[config.mk]
export PLATFORM = sky130hd
export DESIGN_NAME = fetch_unit
export DESIGN_NICKNAME = d
export VERILOG_FILES = /design/src/rtl/fetch_unit.sv
export SDC_FILE = /design/constraint.sdc
export NUM_CORES = 1
export LEC_CHECK = 0
export ABC_AREA = 1
export CAP_MARGIN = 10
export CORE_MARGIN = 8
export CORE_UTILIZATION = 41
export DETAILED_ROUTE_END_ITERATION = 10
export MAX_ROUTING_LAYER = met4
export SKIP_CTS_REPAIR_TIMING = 1
export SLEW_MARGIN = 20
export SYNTH_ARGS = -nofsm -noshare
export SYNTH_HDL_FRONTEND = slang
export SYNTH_SLANG_ARGS = --single-unit
export TNS_END_PERCENT = 5
[constraint.sdc]
create_clock -name clk -period 8.6 [get_ports clk]
set_clock_uncertainty 0.05 [all_clocks]
set_input_delay 1.29 -clock clk [delete_from_list [all_inputs] [get_ports clk]]
set_output_delay 1.29 -clock clk [all_outputs]
set_load 0.02 [all_outputs]
[src/rtl/fetch_unit.sv]
// fetch_unit: in-order instruction fetch front end.
// Issues sequential fetch requests from a fetch PC, tracks outstanding
// requests in a small circular fetch queue, fills entries with responses in
// request order and presents the oldest filled entry to decode. A redirect
// flushes the queue and remembers how many in-flight responses still belong
// to the flushed path so they can be discarded when they arrive.
//
// Handshake rule for every valid/ready pair on this block: a transfer
// happens on a rising clk edge exactly when valid and ready are both high in
// the cycle before that edge; valid may drop without a transfer, and neither
// side may make valid depend on ready of the same pair.
module fetch_unit #(
    parameter int              XLEN     = 32,
    parameter logic [XLEN-1:0] RESET_PC = '0,
    parameter int              FQ_DEPTH = 4
) (
    input  logic                          clk,
    input  logic                          rst_n,
    output logic                          imem_req_valid,
    input  logic                          imem_req_ready,
    output logic [XLEN-1:0]               imem_req_addr,
    input  logic                          imem_rsp_valid,
    input  logic [31:0]                   imem_rsp_data,
    input  logic                          redirect,
    input  logic [XLEN-1:0]               redirect_pc,
    output logic                          id_valid,
    input  logic                          id_ready,
    output logic [31:0]                   id_instr,
    output logic [XLEN-1:0]               id_pc,
    output logic [XLEN-1:0]               id_pc4,
    output logic [$clog2(FQ_DEPTH+1)-1:0] fq_count
);

    localparam int PTR_W = $clog2(FQ_DEPTH);
    localparam int CNT_W = $clog2(FQ_DEPTH + 1);
    // Flushed responses can pile up across back-to-back redirects while the
    // memory still holds them, so the drop counter gets headroom beyond one
    // queue's worth of entries.
    localparam int DROP_W = CNT_W + 4;
    localparam logic [CNT_W-1:0] DEPTH_C = CNT_W'(FQ_DEPTH);

    // Queue storage: address and instruction per entry plus a filled flag.
    logic [XLEN-1:0]   pc_mem_q    [FQ_DEPTH];
    logic [31:0]       instr_mem_q [FQ_DEPTH];
    logic [FQ_DEPTH-1:0] filled_q, filled_d;

    // head: oldest entry, tail: next free slot, fill: oldest unfilled entry.
    logic [PTR_W-1:0]  head_q, head_d;
    logic [PTR_W-1:0]  tail_q, tail_d;
    logic [PTR_W-1:0]  fill_q, fill_d;

    // count: allocated entries, pend: allocated but not yet filled.
    logic [CNT_W-1:0]  count_q, count_d;
    logic [CNT_W-1:0]  pend_q, pend_d;
    logic [DROP_W-1:0] drop_q, drop_d;
    logic [XLEN-1:0]   pc_q, pc_d;

    logic q_empty;
    logic req_fire;
    logic rsp_drop;
    logic rsp_fill;
    logic pop;

    assign q_empty  = (count_q == '0);
    assign req_fire = imem_req_valid && imem_req_ready;
    // A response first pays off outstanding drops; only then may it fill.
    assign rsp_drop = imem_rsp_valid && (drop_q != '0);
    assign rsp_fill = imem_rsp_valid && (drop_q == '0) && (pend_q != '0);
    assign pop      = id_valid && id_ready;

    // Request side: held low in reset, during a redirect and when full.
    assign imem_req_valid = rst_n && !redirect && (count_q < DEPTH_C);
    assign imem_req_addr  = pc_q;

    // Decode side: head entry, forced to zero when nothing is allocated.
    assign id_valid = !q_empty && filled_q[head_q] && !redirect;
    assign id_instr = q_empty ? '0 : instr_mem_q[head_q];
    assign id_pc    = q_empty ? '0 : pc_mem_q[head_q];
    assign id_pc4   = q_empty ? '0 : pc_mem_q[head_q] + XLEN'(4);
    assign fq_count = count_q;

    // Next-state for pointers, counters, filled flags and fetch PC.
    always_comb begin
        pc_d     = pc_q;
        head_d   = head_q;
        tail_d   = tail_q;
        fill_d   = fill_q;
        count_d  = count_q;
        pend_d   = pend_q;
        drop_d   = drop_q;
        filled_d = filled_q;
        if (redirect) begin
            // Flush everything; every still-unfilled entry becomes a drop.
            // A response arriving this cycle has already been charged to
            // either the old drop count or one of the unfilled entries.
            pc_d     = redirect_pc;
            head_d   = '0;
            tail_d   = '0;
            fill_d   = '0;
            count_d  = '0;
            pend_d   = '0;
            filled_d = '0;
            drop_d   = drop_q - DROP_W'(rsp_drop) + DROP_W'(pend_q)
                       - DROP_W'(rsp_fill);
        end else begin
            drop_d = drop_q - DROP_W'(rsp_drop);
            if (req_fire) begin
                tail_d           = tail_q + PTR_W'(1);
                pc_d             = pc_q + XLEN'(4);
                filled_d[tail_q] = 1'b0;
            end
            if (rsp_fill) begin
                fill_d           = fill_q + PTR_W'(1);
                filled_d[fill_q] = 1'b1;
            end
            if (pop) begin
                head_d           = head_q + PTR_W'(1);
                filled_d[head_q] = 1'b0;
            end
            count_d = count_q + CNT_W'(req_fire) - CNT_W'(pop);
            pend_d  = pend_q + CNT_W'(req_fire) - CNT_W'(rsp_fill);
        end
    end

    // Control state registers.
    always_ff @(posedge clk or negedge rst_n) begin
        if (!rst_n) begin
            pc_q     <= RESET_PC;
            head_q   <= '0;
            tail_q   <= '0;
            fill_q   <= '0;
            count_q  <= '0;
            pend_q   <= '0;
            drop_q   <= '0;
            filled_q <= '0;
        end else begin
            pc_q     <= pc_d;
            head_q   <= head_d;
            tail_q   <= tail_d;
            fill_q   <= fill_d;
            count_q  <= count_d;
            pend_q   <= pend_d;
            drop_q   <= drop_d;
            filled_q <= filled_d;
        end
    end

    // Entry payload: address written on allocation, instruction on fill.
    always_ff @(posedge clk or negedge rst_n) begin
        if (!rst_n) begin
            for (int i = 0; i < FQ_DEPTH; i++) begin
                pc_mem_q[i]    <= '0;
                instr_mem_q[i] <= '0;
            end
        end else begin
            if (req_fire) begin
                pc_mem_q[tail_q] <= pc_q;
            end
            if (rsp_fill && !redirect) begin
                instr_mem_q[fill_q] <= imem_rsp_data;
            end
        end
    end

endmodule

==> impl_metrics.xml, run 1 <==
<?xml version="1.0" encoding="UTF-8"?>
<metrics>
  <group name="status">
    <metric name="outcome" unit="">complete, no violations</metric>
  </group>
  <group name="timing">
    <metric name="finalSetupViolations" unit="">0</metric>
    <metric name="fin_tns_setup" unit="ps">0</metric>
    <metric name="tightest_slew" unit="ps">1030</metric>
    <metric name="finalCriticalPeriod" unit="ps">5820</metric>
    <metric name="worst_slew_margin_rel" unit="">0.312</metric>
    <metric name="final_min_period_over_clock_period" unit="">0.677</metric>
    <metric name="max_clock_freq" unit="MHz">172</metric>
    <metric name="slew_viol_final" unit="">0</metric>
    <metric name="grt_setup_unrepaired" unit="">false</metric>
    <metric name="fin_hold_ws" unit="ps">428</metric>
    <metric name="timing_hold_violations_final" unit="">0</metric>
  </group>
  <group name="cts">
    <metric name="clock_sinks" unit="">311</metric>
    <metric name="numCtsBuffers" unit="">36</metric>
    <metric name="worst_skew_pair.late_latency" unit="ps">530</metric>
    <metric name="cts_buffer_depth" unit="">3</metric>
    <metric name="clock-root-buffer" unit="">sky130_fd_sc_hd__clkbuf_16</metric>
    <metric name="cts.clk_slew.worst_paths" unit="ps">60</metric>
    <metric name="cts_tree" unit="">built</metric>
    <metric name="htreeDepth" unit="">2</metric>
  </group>
  <group name="yosys">
    <metric name="synth.yosys.warnings" unit="">0</metric>
    <metric name="yosysTopAreaCellShare" unit="">0.463</metric>
    <metric name="synth_cells" unit="">2311</metric>
    <metric name="synth-async-reset-ratio" unit="">1.00</metric>
    <metric name="synth_seq_cells" unit="">311</metric>
    <metric name="syn-cell-area" unit="um2">16800</metric>
    <metric name="ys_seq_area_frac" unit="">0.463</metric>
    <metric name="synthesis.area_per_instance" unit="um2">7.28</metric>
    <metric name="synth_top_cells_by_area" unit="">sky130_fd_sc_hd__dfrtp_1 46%, sky130_fd_sc_hd__nand2_1 17%, sky130_fd_sc_hd__o21ai_0 9.4%</metric>
    <metric name="synthFlopType" unit="">sky130_fd_sc_hd__dfrtp_1</metric>
    <metric name="netlist-cell-type-count" unit="">33</metric>
    <metric name="synth_edf_count" unit="">0</metric>
    <metric name="synth_largest_area_cell" unit="">sky130_fd_sc_hd__dfrtp_1</metric>
    <metric name="synth_fp_nets" unit="">2413</metric>
  </group>
  <group name="drt">
    <metric name="dr.first_iter.drc_count" unit="">1174</metric>
    <metric name="route.vias.total" unit="">15300</metric>
    <metric name="drt.antenna.violating_nets" unit="">0</metric>
    <metric name="detail_route.wl_per_cell" unit="um">17.0</metric>
    <metric name="postRouteWirelength" unit="um">51000</metric>
    <metric name="post_detailed_route_drc_marker_count" unit="">0</metric>
    <metric name="firstDrtPassIters" unit="">5</metric>
    <metric name="detail_route.vias_per_cell" unit="">5.10</metric>
  </group>
  <group name="worst_setup_path">
    <metric name="crit_path_start_kind" unit="">flip-flop</metric>
    <metric name="setup.worst_path.class" unit="">reg2out</metric>
    <metric name="critPathRequiredTime" unit="ps">7260</metric>
    <metric name="worst_path_largest_cell_delay" unit="ps">1010</metric>
    <metric name="critical_path.slowest_cell" unit="">sky130_fd_sc_hd__dfrtp_4</metric>
    <metric name="critPathMaxFanout" unit="">79</metric>
    <metric name="path_common_cell" unit="">sky130_fd_sc_hd__nand2_1</metric>
    <metric name="worstPathCellList" unit="">clkinv_2 -&gt; buf_4 -&gt; nand2_1 -&gt; nand3_1 -&gt; nand2_1 -&gt; nand2_1 -&gt; nor2_1 -&gt; nand2_1 -&gt; nor2_1 -&gt; nand2_1 -&gt; nand2_1 -&gt; nand2_1 -&gt; nor2_1 -&gt; clkdlybuf4s50_1</metric>
    <metric name="cp_data_arrival_time" unit="ps">4480</metric>
    <metric name="setup.worst_path.end_class" unit="">output port</metric>
  </group>
  <group name="placed_design">
    <metric name="dp_hpwl" unit="um">34500</metric>
    <metric name="portBuffers" unit="">202</metric>
    <metric name="routability_congestion_estimate_from_global_placement" unit="">0.861</metric>
  </group>
  <group name="global_routing">
    <metric name="grt_pass1_vias" unit="">14900</metric>
    <metric name="total_track_usage" unit="">0.218</metric>
    <metric name="initial_antenna_violation_count" unit="">1</metric>
    <metric name="wire_length_of_the_first_global_routing_pass" unit="um">82000</metric>
    <metric name="pin_count_of_the_biggest_net_entering_global_routing" unit="">184</metric>
    <metric name="grt_overflow_total" unit="">0</metric>
  </group>
  <group name="die">
    <metric name="pin_count" unit="">203</metric>
    <metric name="core_rows" unit="">74</metric>
    <metric name="floorplan.die.width" unit="um">219</metric>
    <metric name="die-height" unit="um">219</metric>
    <metric name="core-area" unit="um2">40600</metric>
    <metric name="floorplan.die_area" unit="um2">47800</metric>
    <metric name="start_util" unit="">0.414</metric>
  </group>
  <group name="final_layout">
    <metric name="nets" unit="">2540</metric>
    <metric name="insertedDiodeCount" unit="">0</metric>
    <metric name="areaGrowthSynthToFinish" unit="%">20.4</metric>
    <metric name="drive_above_1_share" unit="">0.0455</metric>
    <metric name="final_core_utilization" unit="">0.498</metric>
  </group>
  <group name="pwr">
    <metric name="fin_total_pwr" unit="mW">4.41</metric>
    <metric name="p_leak" unit="nW">9.34</metric>
    <metric name="irDropWorstVdd" unit="mV">0.130</metric>
    <metric name="pwr_density_cell" unit="nW/um2">218</metric>
  </group>
  <group name="run">
    <metric name="max-cap-violations" unit="">0</metric>
  </group>
  <group name="hold_path">
    <metric name="hold_class" unit="">reg2reg</metric>
  </group>
</metrics>
## power by group
part           total, mW  internal, mW  switching [mW]
Sequential          1.77          1.64           0.128
Clock               1.57         0.962           0.606
Combinational       1.07         0.389           0.681
Total               4.41          2.99            1.41
## layout make-up
class / count / area, um2
Inverter: 173 / 651
Fill cell: 4009 / 20400
Tap cell: 532 / 666
Multi-Input combinational cell: 1698 / 7800
Sequential cell: 311 / 7790
Clock buffer: 53 / 1050
Clock inverter: 7 / 150
Timing Repair Buffer: 218 / 2150
## logic make-up after synthesis
kind of cell	share of synthesized area
AO/OA/AOI/OAI	0.132
XOR/XNOR	0.0203
adder cells (fa/ha/maj)	0.0251
buffers and inverters	0.0758
flip-flops	0.463
AND/OR/NAND/NOR	0.284
## worst paths after layout
check                                              endpoint                        start  slack [ps]  cells after the start
worst min-delay path            instr_mem_q[68]$_DFFE_PN0P_  instr_mem_q[68]$_DFFE_PN0P_         430                      2
max in group asynchronous          pc_mem_q[69]$_DFFE_PN0P_                        rst_n        6400                      2
min in group asynchronous         pc_mem_q[119]$_DFFE_PN0P_                        rst_n         670                      1
worst max-delay path                             id_pc4[31]        head_q[0]$_DFFE_PN0P_        2780                     14
worst max register to register        fq_count[2]$_DFF_PN0_        head_q[0]$_DFFE_PN0P_        4620                     14
worst min register to register  instr_mem_q[68]$_DFFE_PN0P_  instr_mem_q[68]$_DFFE_PN0P_         430                      2
## cells in the mapped netlist, types with 5 or more instances
cell / count
sky130_fd_sc_hd__xor2_1: 36
sky130_fd_sc_hd__ha_1: 29
sky130_fd_sc_hd__nor3_1: 12
sky130_fd_sc_hd__inv_1: 165
sky130_fd_sc_hd__a21oi_1: 49
sky130_fd_sc_hd__buf_2: 56
sky130_fd_sc_hd__nand4_1: 16
sky130_fd_sc_hd__buf_6: 5
sky130_fd_sc_hd__nor4_1: 5
sky130_fd_sc_hd__dfrtp_1: 311
sky130_fd_sc_hd__o21ai_0: 315
sky130_fd_sc_hd__clkbuf_1: 51
sky130_fd_sc_hd__o211ai_1: 8
sky130_fd_sc_hd__buf_1: 8
sky130_fd_sc_hd__buf_4: 9
sky130_fd_sc_hd__inv_2: 8
sky130_fd_sc_hd__nand3_1: 97
sky130_fd_sc_hd__o21ai_1: 44
sky130_fd_sc_hd__nor2_2: 16
sky130_fd_sc_hd__nor2_1: 276
sky130_fd_sc_hd__nand2_1: 765
sky130_fd_sc_hd__o221ai_1: 9
## registers in the layout (all words and copies together), names as in the netlist
| register | count |
|---|---|
| imem_req_addr | 32 |
| pc_mem_q | 128 |
| drop_q | 7 |
| filled_q | 4 |
| head_q | 2 |
| instr_mem_q | 128 |
| fq_count | 3 |
| pend_q | 3 |
| tail_q | 2 |
| fill_q | 2 |
## routing by layer
| metal | GRT usage | vias to the layer above | routed length (um) |
|---|---|---|---|
| li1 | - | 7611 | - |
| met1 | 0.302 | 7168 | 24400 |
| met2 | 0.327 | 417 | 22600 |
| met3 | 0.0424 | 66 | 3060 |
| met4 | 0.0490 | 0 | 954 |
| met5 | - | - | 0 |
## placed cells by master, fill, tap and decap left out, types with 2 or more instances in the layout
cell type and instances:
sky130_fd_sc_hd__nand2_4 2, sky130_fd_sc_hd__inv_1 165, sky130_fd_sc_hd__o221ai_1 9, sky130_fd_sc_hd__nand4_1 16, sky130_fd_sc_hd__o21ai_0 315, sky130_fd_sc_hd__o21ai_1 44
sky130_fd_sc_hd__ha_1 29, sky130_fd_sc_hd__clkdlybuf4s50_1 200, sky130_fd_sc_hd__o211ai_1 8, sky130_fd_sc_hd__nor2_4 3, sky130_fd_sc_hd__a211oi_1 2, sky130_fd_sc_hd__clkbuf_16 37
sky130_fd_sc_hd__xor2_1 36, sky130_fd_sc_hd__nand3_1 97, sky130_fd_sc_hd__o22ai_1 2, sky130_fd_sc_hd__a21oi_1 49, sky130_fd_sc_hd__clkbuf_8 6, sky130_fd_sc_hd__nor4_1 5
sky130_fd_sc_hd__nand2_2 10, sky130_fd_sc_hd__nor2_1 276, sky130_fd_sc_hd__nor2_2 16, sky130_fd_sc_hd__fa_1 3, sky130_fd_sc_hd__xnor2_1 3, sky130_fd_sc_hd__nor3_1 11
sky130_fd_sc_hd__bufinv_16 4, sky130_fd_sc_hd__nand2_1 757, sky130_fd_sc_hd__dfrtp_1 309, sky130_fd_sc_hd__clkbuf_1 10, sky130_fd_sc_hd__inv_2 7, sky130_fd_sc_hd__clkinv_2 3
sky130_fd_sc_hd__buf_4 15
## stage by stage
stage / std cells / cell area, um2 / setup WS (ps)
final: 2992 / 20300 / 2780
after global routing: 2992 / 20300 / 2390
after CTS: 2992 / 20200 / 2700
after detailed placement: 2932 / 19100 / 3290
after global placement: 2932 / 19100 / 3280
after floorplan: 2311 / 16800 / 5040
## worst max-delay path, delay by kind of cell, from the launching register on
| family | cells | cell delay, ps |
|---|---|---|
| buffers and inverters | 3 | 1670 |
| and+or+nand+nor | 11 | 1210 |
| DFF | 1 | 1010 |
(Power assumes the default switching activity.)
==> run 2, diff against run 1 <==
clock period = 5.14 ns   (was 8.6 ns; I/O delays follow)
==> impl_metrics.xml, run 2 (synthesis gave the netlist of run 1 again) <==
<?xml version="1.0" encoding="UTF-8"?>
<metrics>
  <group name="pwr">
    <metric name="switching_share" unit="">0.327</metric>
    <metric name="pwr_density_cell" unit="nW/um2">359</metric>
    <metric name="share_of_total_power_in_combinational_logic" unit="">0.245</metric>
    <metric name="power.clock.fraction" unit="">0.349</metric>
    <metric name="irDropWorstVdd" unit="mV">0.203</metric>
    <metric name="p_leak" unit="nW">9.38</metric>
    <metric name="p_int" unit="mW">4.91</metric>
    <metric name="fin_total_pwr" unit="mW">7.29</metric>
    <metric name="switchingPower" unit="mW">2.38</metric>
    <metric name="share_seq_of_total_power" unit="">0.406</metric>
  </group>
  <group name="die">
    <metric name="start_util" unit="">0.414</metric>
    <metric name="pin_count" unit="">203</metric>
    <metric name="floorplan.die.width" unit="um">219</metric>
    <metric name="core_rows" unit="">74</metric>
    <metric name="floorplan.die_area" unit="um2">47800</metric>
    <metric name="die-height" unit="um">219</metric>
    <metric name="core-area" unit="um2">40600</metric>
  </group>
  <group name="global_routing">
    <metric name="grt_pass1_vias" unit="">14800</metric>
    <metric name="grt_overflow_total" unit="">0</metric>
    <metric name="initial_antenna_violation_count" unit="">0</metric>
    <metric name="wire_length_of_the_first_global_routing_pass" unit="um">81400</metric>
    <metric name="total_track_usage" unit="">0.216</metric>
    <metric name="pin_count_of_the_biggest_net_entering_global_routing" unit="">175</metric>
  </group>
  <group name="drt">
    <metric name="detail_route.wl_per_cell" unit="um">16.9</metric>
    <metric name="route.vias.total" unit="">15300</metric>
    <metric name="firstDrtPassIters" unit="">5</metric>
    <metric name="detail_route.vias_per_cell" unit="">5.10</metric>
    <metric name="postRouteWirelength" unit="um">50800</metric>
    <metric name="drt.antenna.violating_nets" unit="">0</metric>
    <metric name="post_detailed_route_drc_marker_count" unit="">0</metric>
    <metric name="dr.first_iter.drc_count" unit="">1240</metric>
  </group>
  <group name="cts">
    <metric name="worst_skew_pair.late_latency" unit="ps">530</metric>
    <metric name="clock-root-buffer" unit="">sky130_fd_sc_hd__clkbuf_16</metric>
    <metric name="clock_sinks" unit="">311</metric>
    <metric name="cts_tree" unit="">built</metric>
    <metric name="cts.clk_slew.worst_paths" unit="ps">60</metric>
    <metric name="cts_buffer_depth" unit="">3</metric>
    <metric name="numCtsBuffers" unit="">36</metric>
    <metric name="htreeDepth" unit="">2</metric>
  </group>
  <group name="final_layout">
    <metric name="mostFrequentLayoutCell" unit="">sky130_fd_sc_hd__nand2_1</metric>
    <metric name="final_core_utilization" unit="">0.500</metric>
    <metric name="final.fill_count" unit="">4025</metric>
    <metric name="insertedDiodeCount" unit="">0</metric>
    <metric name="areaGrowthSynthToFinish" unit="%">20.7</metric>
    <metric name="nets" unit="">2550</metric>
    <metric name="drive_above_1_share" unit="">0.0509</metric>
    <metric name="final_cell_mix" unit="">757 x sky130_fd_sc_hd__nand2_1, 315 x sky130_fd_sc_hd__o21ai_0, 309 x sky130_fd_sc_hd__dfrtp_1, 276 x sky130_fd_sc_hd__nor2_1, 200 x sky130_fd_sc_hd__clkdlybuf4s50_1</metric>
  </group>
  <group name="placed_design">
    <metric name="dp_hpwl" unit="um">34700</metric>
    <metric name="portBuffers" unit="">202</metric>
    <metric name="routability_congestion_estimate_from_global_placement" unit="">0.909</metric>
  </group>
  <group name="timing">
    <metric name="timing_hold_violations_final" unit="">0</metric>
    <metric name="max_clock_freq" unit="MHz">218</metric>
    <metric name="slew_viol_final" unit="">0</metric>
    <metric name="tightest_slew" unit="ps">1060</metric>
    <metric name="finalCriticalPeriod" unit="ps">4580</metric>
    <metric name="finalSetupViolations" unit="">0</metric>
    <metric name="fin_tns_setup" unit="ps">0</metric>
    <metric name="final_min_period_over_clock_period" unit="">0.891</metric>
    <metric name="worst_slew_margin_rel" unit="">0.294</metric>
    <metric name="grt_setup_unrepaired" unit="">false</metric>
  </group>
  <group name="worst_setup_path">
    <metric name="cp_data_arrival_time" unit="ps">3760</metric>
    <metric name="path_common_cell" unit="">sky130_fd_sc_hd__nand2_1</metric>
    <metric name="setup.worst_path.end_class" unit="">output port</metric>
    <metric name="critical_path.slowest_cell" unit="">sky130_fd_sc_hd__dfrtp_4</metric>
    <metric name="worst_path_largest_cell_delay" unit="ps">650</metric>
    <metric name="ff2ff_setup_slack" unit="ps">1920</metric>
    <metric name="critPathMaxFanout" unit="">49</metric>
    <metric name="critPathRequiredTime" unit="ps">4320</metric>
    <metric name="setup.worst_path.class" unit="">reg2out</metric>
    <metric name="worstPathCellList" unit="">buf_4 -&gt; nand2_1 -&gt; nand2_1 -&gt; nand2_1 -&gt; nand2_1 -&gt; nand2_1 -&gt; nor2_1 -&gt; nand2_1 -&gt; nor2_1 -&gt; nand2_1 -&gt; nand2_1 -&gt; nand2_1 -&gt; nor2_1 -&gt; clkdlybuf4s50_1</metric>
    <metric name="crit_path_start_kind" unit="">flip-flop</metric>
  </group>
  <group name="hold_path">
    <metric name="hold_class" unit="">in2async</metric>
  </group>
  <group name="run">
    <metric name="max-cap-violations" unit="">0</metric>
  </group>
  <group name="status">
    <metric name="outcome" unit="">complete, no violations</metric>
  </group>
</metrics>
[run 2: path summary, 6_finish.rpt]
kind                       cells after the start                          to                        from
hold / removal                                 1    pc_mem_q[58]$_DFFE_PN0P_                       rst_n
min in group clk                               2  instr_mem_q[4]$_DFFE_PN0P_  instr_mem_q[4]$_DFFE_PN0P_
setup / recovery                              14                  id_pc4[31]       head_q[0]$_DFFE_PN0P_
max in group asynchronous                      3       head_q[1]$_DFFE_PN0P_                       rst_n
setup reg to reg                              14       fq_count[2]$_DFF_PN0_       head_q[0]$_DFFE_PN0P_
hold reg to reg                                2  instr_mem_q[4]$_DFFE_PN0P_  instr_mem_q[4]$_DFFE_PN0P_
[run 2: area by class of cell]
class,count,area [um2],area share
well taps,532,666,0.0328
repair buffers,228,2240,0.110
inverters,173,651,0.0320
clock buffers,53,1030,0.0509
multi-input cells,1698,7790,0.384
clock inverters,11,141,0.00696
flip-flops and latches,311,7790,0.383
[run 2: per-stage QoR]
step / worst slack (ps) / cells / cell area (um2) / hold slack (ps)
global route: 262 / 3006 / 20300 / 121
detailed placement: 1130 / 2942 / 19100 / 417
global placement: 1180 / 2942 / 19100 / 410
floorplan: 2100 / 2311 / 16800 / 398
finish: 561 / 3006 / 20300 / 102
CTS: 547 / 3006 / 20300 / 112
[run 2: critical path, delay by kind of cell (launching register included)]
kind / cells / cell delay [ps]
buffers and inverters: 2 / 1180
AND/OR/NAND/NOR: 12 / 1370
flip-flops: 1 / 650
[run 2: per-layer routing]
layer  track usage  wire length, um  up-vias
met5             -                0        -
met1         0.299            24300     7224
met4        0.0495              909        0
met3        0.0411             3090       62
li1              -                -     7619
met2         0.326            22500      432
[run 2: power groups by stage]
| stage | Sequential [mW] | Clock [mW] | Combinational, mW |
|---|---|---|---|
| 6_report | 2.96 | 2.54 | 1.79 |
| 5_1_grt | 3.00 | 2.71 | 2.05 |
| 4_1_cts | 2.96 | 2.61 | 1.80 |
| 3_5_place_dp | 3.00 | 0 | 1.79 |
| 3_3_place_gp | 3.00 | 0 | 1.76 |
| 2_1_floorplan | 2.98 | 0 | 1.15 |
==> patch 1, RTL diff (settings of run 1) <==
Change the parameter `XLEN` from 32 to 64.
--- a/src/rtl/fetch_unit.sv
+++ b/src/rtl/fetch_unit.sv
@@ -11,5 +11,5 @@
 // side may make valid depend on ready of the same pair.
 module fetch_unit #(
-    parameter int              XLEN     = 32,
+    parameter int              XLEN     = 64,
     parameter logic [XLEN-1:0] RESET_PC = '0,
     parameter int              FQ_DEPTH = 4
Ports: changed (resized id_pc, id_pc4, imem_req_addr and redirect_pc); port bits go from 203 to 331. The function was not compared with the original's and may differ.
==> patch 1 against run 1 <==
  * Design area increased by 57%
  * Worst setup slack got worse by 0.77 ns
  * Fmax decreased by 12%
  * Synthesized cell count increased by 62%
  * Synthesized area increased by 56%
  * Combinational power increased by 64%
  * Power increased by 55%
  * Sequential cell count increased by 160
  * Count of clock-buffer cells in the layout increased by 26
  * Cell count increased by 62%
  * Routed wire length increased by 91%
  * First-iteration DRC count increased by 120%
  * Die area increased by 52%
  * Critical path type unchanged
  * Critical endpoint is now id_pc4[46]
  * Largest cell class unchanged
  * Highest routed layer unchanged
==> patch 1: results (changes against run 1) <==
[metrics] fill cell instance count of the final layout: 6,557 (was 4,009)
[metrics] Rel. slew slack: 32.3% (was 31.2%)
[metrics] routed length on met2: 42.5 mm (was 22.6 mm)
[metrics] detailed-placement wirelength estimate: 69.6 mm (was 34.5 mm)
[metrics] routed wire length: 97.2 mm (was 51.0 mm)
[metrics] commonest cells in the synthesized netlist: 1,295 x nand2_1, 510 x nor2_1, 501 x o21ai_0, 471 x dfrtp_1, 254 x inv_1 (was 765 x nand2_1, 315 x o21ai_0, 311 x dfrtp_1, 276 x nor2_1, 165 x inv_1)
[metrics] DRT Pass-1 Iters: 6 (was 5)
[metrics] main area contributors after synthesis: dfrtp_1 45%, nand2_1 18%, o21ai_0 9.5% (was dfrtp_1 46%, nand2_1 17%, o21ai_0 9.4%)
[metrics] Crit path arrival time: 5.25 ns (was 4.48 ns)
[metrics] CP Max Fanout: 158 (was 79)
[metrics] TritonCTS buffer count: 53 (was 36)
[metrics] fraction of final layout cells sized beyond drive strength 1: 3.85% (was 4.55%)
[metrics] DRC marker count from the first detailed-route iteration: 2,549 (was 1,174)
[metrics] number of instances in the synthesized netlist: 3,744 (was 2,311)
[metrics] worst reg-to-reg setup slack: 4.52 ns (was 4.62 ns)
[metrics] number of cells in the design after placement: 4,762 (was 2,932)
[metrics] number of nets in the layout: 4,096 (was 2,540)
[metrics] static leakage power: 14.4 nW (was 9.34 nW)
[metrics] M1 wire length: 45.1 mm (was 24.4 mm)
[metrics] count of buffers inserted at the top-level ports: 330 (was 202)
[metrics] sequential element share of the synthesized area: 44.8% (was 46.3%)
[metrics] met3 usage in global routing: 4.27% (was 4.24%)
[metrics] endpoint of the worst-slack reg-to-reg timing path: fq_count[1] (was fq_count[2])
[metrics] hold path startpoint: instr_mem_q[20] (was instr_mem_q[68])
[metrics] number of antenna violations at the first check in global routing: 0 (was 1)
[metrics] Internal Dissipation: 0.00451 W (was 0.00299 W)
[metrics] routability cong.: 1.03 (was 0.861)
[metrics] run status: finished, final reports clean (unchanged)
[metrics] first-pass GRT wire length: 151 mm (was 82.0 mm)
[metrics] clock share of power: 33.8% (was 35.6%)
[metrics] synthesized net count: 3,878 (was 2,413)
[metrics] number of global-route vias before repair: 24,600 (was 14,900)
==> patch 1: changes by cell type after synthesis, moves of 44 or more <==
cell,run 1,this run
clkbuf_1,51,127
nand3_1,97,207
nor2_1,276,510
nand2_1,765,1295
inv_1,165,254
o21ai_0,315,501
o21ai_1,44,0
dfrtp_1,311,471
==> patch 1: metrics by stage <==
stage	hold slack, ns	utilization (%)	power [W]	setup WS, ns
floorplan	0.398	-	0.00381	5.06
global placement	0.410	47.0	0.00452	2.60
detailed placement	0.417	47.0	0.00455	2.68
CTS	0.432	49.8	0.00689	1.99
global route	0.446	49.8	0.00724	1.77
finish	0.429	49.8	0.00684	2.01
==> patch 1: cells by family (layout without fill, tap and decap cells) <==
kind of cell | Yosys count | count (layout) | synth area share, %
flops | 471 | 471 | 44.8
fa+ha+maj | 32 | 32 | 1.61
compound gates | 614 | 614 | 12.3
xor+xnor | 59 | 59 | 1.97
simple gates | 2115 | 2115 | 32.0
buf+inv | 453 | 711 | 7.21
other cells | 0 | 1 | 0
==> patch 1: worst max-delay path, cell delays in order, from the launching register on <==
cell and delay [ns]:
dfrtp_4 0.74, inv_8 0.73, nand2_1 0.25, nand2_1 0.12, nand2_1 0.05, nand2_1 0.13
ha_1 0.29, inv_1 0.12, nor2_1 0.18, nand2_1 0.14, nor2_2 0.25, nand2_1 0.15
nor2_2 0.34, nand3_1 0.21, nand2_1 0.10, nand2_1 0.10, inv_1 0.07, clkdlybuf4s50_1 0.60
==> patch 1: cell type report <==
class	instances	area [µm²]	area share, %
clock buffer	79	1560	4.92
timing repair buffer	356	3510	11.1
multi-input combinational	2820	12600	39.8
tap	855	1070	3.36
sequential	471	11800	37.1
antenna	1	2.50	0.00787
inverter	260	986	3.10
clock inverter	16	215	0.677
==> patch 2, RTL diff (settings of run 1) <==
Made on the original files. Register the output `fq_count` once more, without a reset; this adds one clock of latency there. The other outputs are not delayed to match.
--- a/src/rtl/fetch_unit.sv
+++ b/src/rtl/fetch_unit.sv
@@ -78,5 +78,7 @@
     assign id_pc    = q_empty ? '0 : pc_mem_q[head_q];
     assign id_pc4   = q_empty ? '0 : pc_mem_q[head_q] + XLEN'(4);
-    assign fq_count = count_q;
+    always_ff @(posedge clk) begin
+        fq_count <= count_q;
+    end
 
     // Next-state for pointers, counters, filled flags and fetch PC.
Check against the original RTL: not equivalent (a bounded check fails within 4 cycles, from zero or initial values and one cycle with rst_n low).
==> patch 2 against run 1 <==
  * Die area up 0.11%
  * Sequential cell count up 3
  * Synthesized area increased by 0.11%
  * Synthesized cell count shrank 0.48%
  * Worst setup slack got worse by 0.16 ns
  * Routed wire length rose by 3.1%
  * Design area fell by 0.14%
  * Power about the same
  * Core utilization decreased by 0.18 points
  * Clock power shrank 3%
  * Global-route usage is 0.59 points higher
  * Largest cell class is now sequential cells
  * Largest power group unchanged
  * Highest routed layer unchanged
==> patch 2: results (changes against run 1) <==
[metrics] run status: finished, final reports clean (unchanged)
[metrics] routed wire length: 52.6 mm (was 51.0 mm)
[metrics] sequential element share of the synthesized area: 46.6% (was 46.3%)
[metrics] count of buffers inserted at the top-level ports: 202 (unchanged)
[metrics] first-pass GRT wire length: 83.2 mm (was 82.0 mm)
[metrics] VDD IR max: 143 µV (was 130 µV)
[metrics] clk_lat worst skew: 0.55 ns (was 0.53 ns)
[metrics] post-placement cell area: 19,100 µm² (about the same)
[metrics] main area contributors after synthesis: dfrtp_1 46%, nand2_1 16%, o21ai_0 10% (was dfrtp_1 46%, nand2_1 17%, o21ai_0 9.4%)
[metrics] share of synthesized registers carrying an async set or reset: 99.0% (was 100%)
[metrics] hold path startpoint: instr_mem_q[18] (was instr_mem_q[68])
[metrics] cell at the root of the clock tree: clkbuf_16 (unchanged)
[metrics] synthesized net count: 2,402 (was 2,413)
[metrics] DRT Pass-1 Iters: 6 (was 5)
[metrics] number of nets in the layout: 2,531 (was 2,540)
[metrics] fraction of final layout cells sized beyond drive strength 1: 4.28% (was 4.55%)
[metrics] Crit path arrival time: 4.64 ns (was 4.48 ns)
[metrics] commonest cells in the synthesized netlist: 740 x nand2_1, 340 x o21ai_0, 311 x dfrtp_1, 295 x nor2_1, 155 x inv_1 (was 765 x nand2_1, 315 x o21ai_0, 311 x dfrtp_1, 276 x nor2_1, 165 x inv_1)
[metrics] number of distinct standard cells referenced by the synthesized netlist: 38 (was 33)
[metrics] static leakage power: 9.27 nW (was 9.34 nW)
[metrics] DR vias/cell: 5.19 (was 5.10)
[metrics] pin count of the biggest net entering global routing: 94 (was 184)
[metrics] pin slew with the least headroom to its limit: 0.970 ns (was 1.03 ns)
[metrics] # diodes: 0 (unchanged)
[metrics] number of cells in the design after placement: 2,923 (was 2,932)
[metrics] average cell area after synthesis: 7.32 µm² (was 7.28 µm²)
[metrics] DRC marker count from the first detailed-route iteration: 1,237 (was 1,174)
[metrics] multi-input logic area: 7770 µm² (was 7800 µm²)
[metrics] delay of the slowest critical-path stage: 0.90 ns (was 1.01 ns)
[metrics] total global-route track usage: 22.4% (was 21.8%)
[metrics] CP Max Fanout: 78 (was 79)
[metrics] detailed-placement wirelength estimate: 35.1 mm (was 34.5 mm)
[metrics] total number of vias: 15,500 (was 15,300)
[metrics] number of global-route vias before repair: 14,900 (about the same)
[metrics] CTS Buffer Depth: 3 (unchanged)
[metrics] number of antenna violations at the first check in global routing: 0 (was 1)
[metrics] routability cong.: 0.916 (was 0.861)
[metrics] Worst path top cell family by delay: buffers and inverters (unchanged)
[metrics] worst setup timing slack at the placement stage: 3.25 ns (was 3.29 ns)
[metrics] fill cell instance count of the final layout: 4,092 (was 4,009)
[metrics] Switching Fraction: 33.1% (was 32.1%)
[patch 2: changes by cell type in the layout (fill, tap and decap cells not counted), moves of 8 or more]
cell,before,now
xor2_1,36,28
a22oi_1,0,26
nand2_1,757,732
o221ai_1,9,1
o21ai_1,44,24
inv_1,165,155
o21ai_0,315,340
nor2_1,276,294
[patch 2: kinds of logic (layout without fill, tap and decap cells)]
kind of cell    count (synthesis)  count (layout)  share of synthesized area, %
buf+inv                       292             448                          7.46
xor+xnor                       34              34                          1.77
fa+ha+maj                      32              32                          2.51
compound gates                452             452                          14.0
flops                         314             314                          46.6
simple gates                 1176            1176                          27.7
[patch 2: cell type report]
type / instances / share of cell area, %
Sequential cell: 314 / 38.8
Multi-Input combinational cell: 1694 / 38.4
Timing Repair Buffer: 222 / 10.8
Clock buffer: 59 / 5.38
Tap cell: 532 / 3.29
Inverter: 161 / 3.01
Clock inverter: 6 / 0.322
[patch 2: routing by layer]
metal	vias to the layer above	GRT usage [%]	routed length (µm)
met5	-	-	0
met4	0	6.47	1320
met1	7366	31.1	25000
met2	445	33.3	23200
li1	7616	-	-
met3	82	3.80	3000
[patch 2: power groups by stage]
stage | Combinational, W | Clock [W] | Sequential (W)
floorplan | 0.000687 | 0 | 0.00180
global placement | 0.00107 | 0 | 0.00181
detailed placement | 0.00109 | 0 | 0.00181
CTS | 0.00109 | 0.00155 | 0.00179
global route | 0.00124 | 0.00161 | 0.00181
finish | 0.00109 | 0.00152 | 0.00179
[patch 2: final timing paths]
check | slack (ns) | end | cells past startpoint
max reg2reg | 4.96 | count_q[2] | 13
min in group asynchronous | 0.73 | imem_req_addr[13] | 1
max | 2.62 | id_pc4[18] | 16
min reg2reg | 0.43 | instr_mem_q[18] | 2
max in group asynchronous | 5.78 | pc_mem_q[70] | 3
min | 0.43 | instr_mem_q[18] | 2
